--- config.mk ---
export PLATFORM = sky130hd
export DESIGN_NAME = eth_mac_tx_flat
export DESIGN_NICKNAME = d
export VERILOG_FILES = /design/src/rtl/eth_mac_tx_if.sv /design/src/rtl/eth_mac_tx.sv /design/src/flat_wrapper.sv
export SDC_FILE = /design/constraint.sdc
export NUM_CORES = 1
export LEC_CHECK = 0
export ABC_AREA = 1
export ABC_CLOCK_PERIOD_IN_PS = 3700
export BUFFER_PORTS_ARGS = -buffer_cell sky130_fd_sc_hd__buf_2
export CAP_MARGIN = 25
export CORE_MARGIN = 2
export CORE_UTILIZATION = 36
export DETAILED_ROUTE_END_ITERATION = 8
export PLACE_DENSITY = 0.53
export SLEW_MARGIN = 20
export SYNTH_ARGS = -nofsm -noshare
export SYNTH_HDL_FRONTEND = slang
export SYNTH_SLANG_ARGS = --single-unit
--- constraint.sdc ---
create_clock -name mii_tx_clk -period 3.7 [get_ports mii_tx_clk]
set_clock_uncertainty 0.1 [all_clocks]
set_input_delay 0.74 -clock mii_tx_clk [delete_from_list [all_inputs] [get_ports mii_tx_clk]]
set_output_delay 0.74 -clock mii_tx_clk [all_outputs]
set_load 0.01 [all_outputs]
--- src/rtl/eth_mac_tx_if.sv ---
// Host/FIFO/MII-side signal bundle for eth_mac_tx; the master drives frame requests and FIFO data,
// the slave (the MAC) drives the FIFO read strobe and the MII transmit pins.
interface eth_mac_tx_if #(parameter int DW = 4);
    logic          tx_go;
    logic [11:0]   data_len;
    logic [47:0]   des_mac;
    logic [47:0]   src_mac;
    logic [15:0]   len_type;
    logic          fifo_rq;
    logic [DW-1:0] fifo_da;
    logic [31:0]   crc_res;
    logic          crc_en;
    logic          mii_tx_en;
    logic          mii_tx_er;
    logic [DW-1:0] mii_tx_da;
    logic          tx_busy;
    logic          tx_done;

    modport master (
        output tx_go, data_len, des_mac, src_mac, len_type, fifo_da, crc_res,
        input  fifo_rq, crc_en, mii_tx_en, mii_tx_er, mii_tx_da, tx_busy, tx_done
    );

    modport slave (
        input  tx_go, data_len, des_mac, src_mac, len_type, fifo_da, crc_res,
        output fifo_rq, crc_en, mii_tx_en, mii_tx_er, mii_tx_da, tx_busy, tx_done
    );
endinterface

--- src/rtl/eth_mac_tx.sv ---
// Ethernet MII/GMII transmit framer: preamble, SFD, DA, SA, L/T, payload, zero pad, FCS, IFG.
// Define ETH_MAC_TX_CRC_EN to generate the FCS internally instead of taking it from crc_res.
module eth_mac_tx #(
    parameter int DW          = 4,
    parameter int PRE_BYTES   = 7,
    parameter int IFG_BYTES   = 12,
    parameter int MIN_PAYLOAD = 46
) (
    input logic         mii_tx_clk,
    input logic         rst_n,
    eth_mac_tx_if.slave bus
);
    localparam int          SPB     = 8 / DW;
    localparam int          LSB     = (DW == 4) ? 1 : 0;
    localparam logic [11:0] MAX_LEN = 12'd1500;

    typedef enum logic [3:0] {IDLE, PRE, SFD, DA, SA, LT, DATA, PAD, FCS, IFG} state_t;

    state_t        state_q, state_d;
    logic          go_q, go_d;
    logic [11:0]   cnt_q, cnt_d, len_q, len_d, rem_q, rem_d;
    logic [11:0]   lim, len_clamp;
    logic [47:0]   sh_q, sh_d, src_q, src_d;
    logic [15:0]   lt_q, lt_d;
    logic [31:0]   fcs_val;
    logic [DW-1:0] sym;
    logic          last, hi, byte_end, tx_en, crc_on, rq, pad_need;

    function automatic logic [DW-1:0] sym_of(input logic [7:0] b, input logic h);
        logic [7:0] t;
        t = (DW == 8) ? b : (h ? {4'h0, b[7:4]} : {4'h0, b[3:0]});
        return t[DW-1:0];
    endfunction

    assign hi        = (DW == 4) ? cnt_q[0] : 1'b0;
    assign byte_end  = (DW == 4) ? cnt_q[0] : 1'b1;
    assign len_clamp = (bus.data_len > MAX_LEN) ? MAX_LEN : bus.data_len;
    assign pad_need  = (len_q < 12'(MIN_PAYLOAD));
    assign tx_en     = state_q inside {PRE, SFD, DA, SA, LT, DATA, PAD, FCS};
    assign crc_on    = state_q inside {DA, SA, LT, DATA, PAD};
    assign last      = (cnt_q == lim - 12'd1);

    always_comb begin
        case (state_q)
            PRE:     lim = 12'(PRE_BYTES * SPB);
            SFD:     lim = 12'(SPB);
            DA, SA:  lim = 12'(6 * SPB);
            LT:      lim = 12'(2 * SPB);
            DATA:    lim = len_q << LSB;
            PAD:     lim = 12'((MIN_PAYLOAD - int'(len_q)) * SPB);
            FCS:     lim = 12'(4 * SPB);
            IFG:     lim = 12'(IFG_BYTES * SPB);
            default: lim = 12'd1;
        endcase
    end

    always_comb begin
        case (state_q)
            PRE:             sym = sym_of(8'h55, hi);
            SFD:             sym = sym_of(8'hD5, hi);
            DA, SA, LT, FCS: sym = sym_of(sh_q[47:40], hi);
            DATA:            sym = bus.fifo_da;
            default:         sym = '0;
        endcase
    end

    // The read strobe leads DATA by one cycle so fifo_da lines up with each DATA symbol.
    assign rq            = (state_q == LT && last && len_q != 12'd0) || (state_q == DATA && !last);
    assign bus.fifo_rq   = rq;
    assign bus.crc_en    = crc_on;
    assign bus.mii_tx_en = tx_en;
    assign bus.mii_tx_da = tx_en ? sym : '0;
    assign bus.mii_tx_er = (state_q == DATA) && rq && (rem_q == 12'd0);
    assign bus.tx_busy   = go_q || (state_q != IDLE);
    assign bus.tx_done   = (state_q == IFG) && last;

`ifdef ETH_MAC_TX_CRC_EN
    logic [31:0] crc_q, crc_d, crc_nxt, crc_inv;

    always_comb begin
        crc_nxt = crc_q;
        for (int i = 0; i < DW; i++)
            crc_nxt = (crc_nxt[0] ^ sym[i]) ? ((crc_nxt >> 1) ^ 32'hEDB88320) : (crc_nxt >> 1);
        crc_inv = ~crc_nxt;
        // Byte-swapped so the shared MSB-byte-first shifter sends the register LSB-first.
        fcs_val = {crc_inv[7:0], crc_inv[15:8], crc_inv[23:16], crc_inv[31:24]};
        crc_d   = crc_on ? crc_nxt : 32'hFFFF_FFFF;
    end

    always_ff @(posedge mii_tx_clk or negedge rst_n)
        if (!rst_n) crc_q <= 32'hFFFF_FFFF;
        else        crc_q <= crc_d;
`else
    assign fcs_val = bus.crc_res;
`endif

    always_comb begin
        state_d = state_q;
        go_d    = go_q;
        cnt_d   = cnt_q;
        len_d   = len_q;
        rem_d   = rem_q;
        sh_d    = sh_q;
        src_d   = src_q;
        lt_d    = lt_q;
        if (rq && rem_q != 12'd0) rem_d = rem_q - 12'd1;
        if (state_q == IDLE) begin
            // One holding cycle puts the first preamble symbol two cycles after tx_go.
            if (go_q) begin
                go_d    = 1'b0;
                state_d = PRE;
                cnt_d   = '0;
            end else if (bus.tx_go) begin
                go_d  = 1'b1;
                len_d = len_clamp;
                rem_d = len_clamp << LSB;
                sh_d  = bus.des_mac;
                src_d = bus.src_mac;
                lt_d  = bus.len_type;
            end
        end else begin
            cnt_d = cnt_q + 12'd1;
            if (byte_end && state_q inside {DA, SA, LT, FCS}) sh_d = sh_q << 8;
            if (last) begin
                cnt_d = '0;
                case (state_q)
                    PRE: state_d = SFD;
                    SFD: state_d = DA;
                    DA:  begin state_d = SA; sh_d = src_q; end
                    SA:  begin state_d = LT; sh_d = {lt_q, 32'h0}; end
                    LT: begin
                        if (len_q != 12'd0)  state_d = DATA;
                        else if (pad_need)   state_d = PAD;
                        else begin state_d = FCS; sh_d = {fcs_val, 16'h0}; end
                    end
                    DATA: begin
                        if (pad_need) state_d = PAD;
                        else begin state_d = FCS; sh_d = {fcs_val, 16'h0}; end
                    end
                    PAD:     begin state_d = FCS; sh_d = {fcs_val, 16'h0}; end
                    FCS:     state_d = IFG;
                    default: state_d = IDLE;
                endcase
            end
        end
    end

    always_ff @(posedge mii_tx_clk or negedge rst_n) begin
        if (!rst_n) begin
            state_q <= IDLE;
            go_q    <= 1'b0;
            cnt_q   <= '0;
            len_q   <= '0;
            rem_q   <= '0;
            sh_q    <= '0;
            src_q   <= '0;
            lt_q    <= '0;
        end else begin
            state_q <= state_d;
            go_q    <= go_d;
            cnt_q   <= cnt_d;
            len_q   <= len_d;
            rem_q   <= rem_d;
            sh_q    <= sh_d;
            src_q   <= src_d;
            lt_q    <= lt_d;
        end
    end
endmodule

--- src/flat_wrapper.sv ---
// flat-port wrapper written by rule: the top's interface ports become plain ports
module eth_mac_tx_flat 
#(
    parameter int DW          = 4,
    parameter int PRE_BYTES   = 7,
    parameter int IFG_BYTES   = 12,
    parameter int MIN_PAYLOAD = 46
)
  (mii_tx_clk, rst_n, bus_tx_go, bus_data_len, bus_des_mac, bus_src_mac, bus_len_type, bus_fifo_da, bus_crc_res, bus_fifo_rq, bus_crc_en, bus_mii_tx_en, bus_mii_tx_er, bus_mii_tx_da, bus_tx_busy, bus_tx_done);
  eth_mac_tx_if #(.DW(DW)) bus_i ();
  input logic mii_tx_clk;
  input logic rst_n;
  input wire logic [$bits(bus_i.tx_go)-1:0] bus_tx_go;
  input wire logic [$bits(bus_i.data_len)-1:0] bus_data_len;
  input wire logic [$bits(bus_i.des_mac)-1:0] bus_des_mac;
  input wire logic [$bits(bus_i.src_mac)-1:0] bus_src_mac;
  input wire logic [$bits(bus_i.len_type)-1:0] bus_len_type;
  input wire logic [$bits(bus_i.fifo_da)-1:0] bus_fifo_da;
  input wire logic [$bits(bus_i.crc_res)-1:0] bus_crc_res;
  output wire logic [$bits(bus_i.fifo_rq)-1:0] bus_fifo_rq;
  output wire logic [$bits(bus_i.crc_en)-1:0] bus_crc_en;
  output wire logic [$bits(bus_i.mii_tx_en)-1:0] bus_mii_tx_en;
  output wire logic [$bits(bus_i.mii_tx_er)-1:0] bus_mii_tx_er;
  output wire logic [$bits(bus_i.mii_tx_da)-1:0] bus_mii_tx_da;
  output wire logic [$bits(bus_i.tx_busy)-1:0] bus_tx_busy;
  output wire logic [$bits(bus_i.tx_done)-1:0] bus_tx_done;
  assign bus_i.tx_go = bus_tx_go;
  assign bus_i.data_len = bus_data_len;
  assign bus_i.des_mac = bus_des_mac;
  assign bus_i.src_mac = bus_src_mac;
  assign bus_i.len_type = bus_len_type;
  assign bus_i.fifo_da = bus_fifo_da;
  assign bus_i.crc_res = bus_crc_res;
  assign bus_fifo_rq = bus_i.fifo_rq;
  assign bus_crc_en = bus_i.crc_en;
  assign bus_mii_tx_en = bus_i.mii_tx_en;
  assign bus_mii_tx_er = bus_i.mii_tx_er;
  assign bus_mii_tx_da = bus_i.mii_tx_da;
  assign bus_tx_busy = bus_i.tx_busy;
  assign bus_tx_done = bus_i.tx_done;
  eth_mac_tx #(.DW(DW), .PRE_BYTES(PRE_BYTES), .IFG_BYTES(IFG_BYTES), .MIN_PAYLOAD(MIN_PAYLOAD)) u_core (.mii_tx_clk(mii_tx_clk), .rst_n(rst_n), .bus(bus_i));
endmodule
# == Word level (Yosys, flattened, before mapping) ==
# Index checks and enable logic that the tools add are counted.
# word_totals
mem_bits_rw,0
output_inout_bits,10
input_bits,163
rom_bits,0
n_memories,0
wordCells,82
register_bits,153
latch_bits,0
# op_classes
multipliers,0
n_shift,0
n_lt_le_gt_ge,2
n_reduce_logical,25
eq_ne,13
n_addsub,4
n_div,0
mux,29
bitwise,1
# ops
op,count
2-to-1 mux 48 bit,7
one-hot mux 48 bit (5 select lines),1
2-to-1 mux 12 bit,8
one-hot mux 12 bit (8 select lines),1
2-to-1 mux 4 bit,8
one-hot mux 4 bit (8 select lines),1
nonzero test 12 bit,2
"subtractor 12 x 1 -> 12 bit, second input constant",2
"equality test 4 x 3 -> 1 bit, second input constant",4
one-hot mux 4 bit (4 select lines),1
"adder 12 x 1 -> 12 bit, second input constant",1
equality test 12 bit,1
"greater-than comparator 12 x 11 -> 1 bit, second input constant",1
zero test 12 bit,1
"< comparator 12 x 6 -> 1 bit, second input constant",1
"subtractor 6 x 11 -> 11 bit, first input constant",1
"equality test 4 x 2 -> 1 bit, second input constant",2
"equality test 4 bit, second input constant",2
logical AND 1 bit,8
nonzero test 4 bit,2
nonzero test 8 bit,1
nonzero test 5 bit,1
"equality test 4 x 1 -> 1 bit, second input constant",1
zero test 4 bit,1
11 further kinds,15

# == Logic depth before layout (Yosys ltp) ==
# depth
word_depth,13
ltp_mapped,26
depth_no_buf,25

# == Least setup slack after synthesis ==
# Ideal clock, no wire load.
# synth_path
path_type,register to output
startpoint,register u_core.state_q[3]
endpoint,output bus_tx_done
path_stages_with_launch,17
required_ns,2.860
path_buffers,1
arrival_time_ns,2.282
slack_ns,0.578
cell_sequence,dfrtp_1 -> nor2_1 -> nand2_2 -> inv_2 -> nand2_1 -> nand3_1 -> inv_1 -> nand2_1 -> nand2_1 -> nand2_1 -> nand2_1 -> nand2_1 -> nand2_1 -> nor2_4 -> nand2_4 -> buf_2 -> nor2_1
# synth_between
elab_chain_cells,6
word_cells_on_any_way,14
cone_classes,add/sub (1); eq/ne (10); mux (1); reduce/logical (2)
# synth_rtl
item,line,source
start: declaration,eth_mac_tx.sv:19,"state_t state_q, state_d;"
start signal: assignment,eth_mac_tx.sv:159,state_q <= state_d;
equality test 4 x 3 -> 1 bit / equality test 4 x 2 -> 1 bit (equally long branches),eth_mac_tx.sv:44,case (state_q)
OR reduction 2 bit,eth_mac_tx.sv:44,
one-hot mux 12 bit (8 select lines),eth_mac_tx.sv:44,
subtractor 12 x 1 -> 12 bit,eth_mac_tx.sv:41,assign last = (cnt_q == lim - 12'd1);
equality test 12 bit,eth_mac_tx.sv:41,
logical AND 1 bit (*),eth_mac_tx.sv:75,assign bus.tx_done = (state_q == IFG) && last;
end: declaration,flat_wrapper.sv:26,output wire logic [$bits(bus_i.tx_done)-1:0] bus_tx_done;
# Every way passes the cells marked *; elsewhere a longest branch is shown, timed or not.

# == Worst setup path in the final report ==
# layout_path
startpoint,register u_core.state_q[3]
endpoint,output bus_fifo_rq
# layout_between
elab_chain_cells,8
word_cells_on_any_way,18
cone_classes,add/sub (1); eq/ne (10); mux (1); reduce/logical (6)
# layout_rtl
item,line,source
equality test 4 x 3 -> 1 bit / equality test 4 x 2 -> 1 bit (equally long branches),eth_mac_tx.sv:44,
OR reduction 2 bit,eth_mac_tx.sv:44,
one-hot mux 12 bit (8 select lines),eth_mac_tx.sv:44,
subtractor 12 x 1 -> 12 bit,eth_mac_tx.sv:41,
equality test 12 bit,eth_mac_tx.sv:41,
logical AND 1 bit / zero test 1 bit (equally long branches),eth_mac_tx.sv:68,assign rq = (state_q == LT && last && len_q != 12'd0) || (state_q == DATA && !last);
logical AND 1 bit,eth_mac_tx.sv:68,
logical OR 1 bit (*),eth_mac_tx.sv:68,
end: declaration,flat_wrapper.sv:20,output wire logic [$bits(bus_i.fifo_rq)-1:0] bus_fifo_rq;
# Marks and branches as above.

==> results.json <==
{
  "critical_path.startpoint": "u_core.state_q[3]",
  "synthCells": 1502,
  "power_switching_w": 0.00551,
  "crit_path_start_kind": "flip-flop",
  "multi_input_comb_area_um2": 5540,
  "crit_path_max_incr_delay_ps": 480,
  "synth_cell_types": 39,
  "worstPathMaxFanout": 6,
  "layout_commonest_cell": "nand2_1",
  "htreeDepth": 4,
  "synth-seq-cells": 153,
  "grt_util_met3": 0.0361,
  "numCtsBuffers": 17,
  "yosys_warnings": 0,
  "crit_family": "simple AND/OR/NAND/NOR gates",
  "grt_pass1_wl_um": 56300,
  "syn_area_per_cell_um2": 6.59,
  "ios": 173,
  "place_inst": 1997,
  "p_sw_frac": 0.495,
  "final_cell_mix": "nand2_1 (551), buf_2 (170), dfrtp_1 (145)",
  "fin_ws_ps": 51.9,
  "fin_crit_ps": 3650,
  "dr_total_vias": 10600,
  "crit_slowest_cell": "dfrtp_2",
  "hold_violations": 0,
  "cap_violations": 0,
  "clk_path_buf_depth": 2,
  "totalWireLength_um": 36700,
  "regToRegStartpoint": "u_core.state_q[3]",
  "clock_latency_ps": 440,
  "yosysSeqAreaShare": 0.387,
  "power_frac_seq": 0.277,
  "vias_per_cell": 5.15,
  "rsz0062_at_grt": "true",
  "tns_ps": 0,
  "fillCellCount": 2805,
  "synthArstFlopShare": 1.00,
  "status": "complete, no violations",
  "die_w_um": 170,
  "combPwrFrac": 0.557,
  "hold_ws_ps": 179,
  "slew_headroom": 0.437,
  "grt_max_degree": 68,
  "p_per_area_nw_per_um2": 887,
  "grt.overflow.total": 0,
  "cp_num_buf_inv": 4,
  "globalplace.congestion": 0.889,
  "crit_chain": "inv_2 > nand2_4 > nor2_4 > nand3_1 > nand2_4 > inv_1 > nand2_2 > nor2_4 > nand2_2 > o21ai_2 > buf_4 > nand3_2 > nand2_2 > nor2_4 > nand2_4 > nand2_4 > nand2_4 > buf_6",
  "cp.arrival_ps": 2810,
  "peakVddDrop_uv": 361,
  "initial_core_util": 0.367,
  "drive_gt1_frac": 0.230,
  "top_usage_layer": "met2",
  "gr-usage-met1": 0.317,
  "dp.final_hpwl_um": 27300,
  "final_antenna_net_count": 0,
  "critPathKind": "reg -> out",
  "slew_viol_final": 0,
  "die_h_um": 170,
  "final_cells": 2058,
  "cts.sinks": 153,
  "min_path_type": "in -> async",
  "grt_use_met2": 0.451,
  "worstSetupEndpointType": "output pin",
  "grt_pass1_vias": 10200,
  "cts-root-buf": "clkbuf_16",
  "grt_usage": 0.256,
  "nets": 1871,
  "core_area_um2": 27000,
  "post-place-ws_ps": 191,
  "reg2reg_depth": 23,
  "port_buffers": 172,
  "regArea_um2": 3840,
  "synth_enable_flop_cells": 0,
  "first_pass_iters": 5,
  "syn-num-nets": 1670,
  "cp-endpoint": "bus_fifo_rq",
  "rows": 60,
  "area_growth_pct": 26.7,
  "ys.flop_type": "dfrtp_1",
  "fmax_mhz": 274,
  "min_period_over_period": 0.986,
  "worst_pin_slew_ps": 840,
  "worstPathRequired_ps": 2860,
  "timing.rr.end": "u_core.state_q[1]",
  "r2r_setup_slack_ps": 240,
  "cts_tree": "yes",
  "wl_per_cell_um": 17.8,
  "antenna_found_initial": 0,
  "cp.depth": 18,
  "internal_power_w": 0.00561,
  "p_leak_nw": 6.40,
  "path_clk_slew_ps": 70,
  "critical_path.most_common_cell": "nand2_4",
  "die_area_um2": 28800,
  "syn_area_um2": 9900,
  "setup_viol": 0,
  "drt-initial-drc-count": 775,
  "clkPwrFrac": 0.166,
  "drc": 0
}
-- timing repair --
| action | in CTS | in global routing |
|---|---|---|
| gates resized for setup | 47 | 69 |
| hold buffers | 0 | 0 |
| pin swaps | 12 | 27 |
| buffers inserted | 16 | 12 |
| cloned | 0 | 0 |
| endpoints found under the setup margin | 3 | 13 |
-- final cells by class --
| type | instances | area share |
|---|---|---|
| diodes | 1 | 0.000200 |
| well taps | 341 | 0.0340 |
| repair buffers | 252 | 0.121 |
| flip-flops and latches | 153 | 0.306 |
| clock buffers | 17 | 0.0339 |
| inverters | 156 | 0.0481 |
| multi-input cells | 1123 | 0.441 |
| clock inverters | 15 | 0.0155 |
-- through the flow --
step	power (W)	utilization	cell area, um2
finish	0.0111	0.465	12500
CTS	0.0108	0.453	12200
global route	0.0121	0.465	12500
floorplan	0.00664	-	9900
detailed placement	0.00856	0.420	11300
global placement	0.00852	0.420	11300
-- registers in the layout (all words and copies together), names as in the netlist --
name	count
u_core.cnt_q	12
u_core.go_q	1
u_core.len_q	12
u_core.lt_q	16
u_core.rem_q	12
u_core.sh_q	48
u_core.src_q	48
u_core.state_q	4
-- cells in the mapped netlist, drive strengths merged (7+ instances only) --
cell | count | area (um2)
xor2 | 9 | 78.8
o21bai | 7 | 52.6
dfrtp | 153 | 3830
a221oi | 16 | 140
xnor2 | 7 | 61.3
nand3 | 106 | 541
o211ai | 13 | 97.6
o21ai | 153 | 766
clkbuf | 53 | 199
a22oi | 26 | 195
nand4 | 15 | 93.8
o22ai | 16 | 100
nand2 | 590 | 2230
inv | 154 | 583
nor3 | 8 | 40.0
buf | 17 | 93.8
a21oi | 18 | 90.1
nor2 | 115 | 480
-- metal layers --
metal	vias to the layer above	routed length [um]
met1	5000	15400
met2	288	18600
met4	0	1280
met3	57	1450
met5	-	0
li1	5255	-
-- power groups by stage --
stage / clock (W) / combinational [W] / sequential, W
2_1_floorplan: 0 / 0.00381 / 0.00283
3_3_place_gp: 0 / 0.00545 / 0.00307
3_5_place_dp: 0 / 0.00550 / 0.00307
4_1_cts: 0.00188 / 0.00586 / 0.00304
5_1_grt: 0.00194 / 0.00695 / 0.00317
6_report: 0.00184 / 0.00620 / 0.00308
-- worst min-delay path by stage --
stage / start / depth (start not counted) / end / slack (ps)
6_report: rst_n / 1 / u_core.rem_q[8] / 180
3_5_place_dp: u_core.lt_q[13] / 2 / u_core.lt_q[13] / 360
5_1_grt: rst_n / 1 / u_core.rem_q[11] / 240
3_3_place_gp: u_core.src_q[23] / 2 / u_core.src_q[23] / 360
2_1_floorplan: rst_n / 0 / u_core.cnt_q[0] / 340
4_1_cts: rst_n / 1 / u_core.lt_q[1] / 220
-- kinds of logic after synthesis --
logic type,count (synthesis),synth area share
buffers and inverters,226,0.0893
flip-flops,153,0.387
AO/OA/AOI/OAI,264,0.158
XOR/XNOR,16,0.0142
adder cells (fa/ha/maj),5,0.00632
AND/OR/NAND/NOR,838,0.345
(Power assumes the default switching activity.)
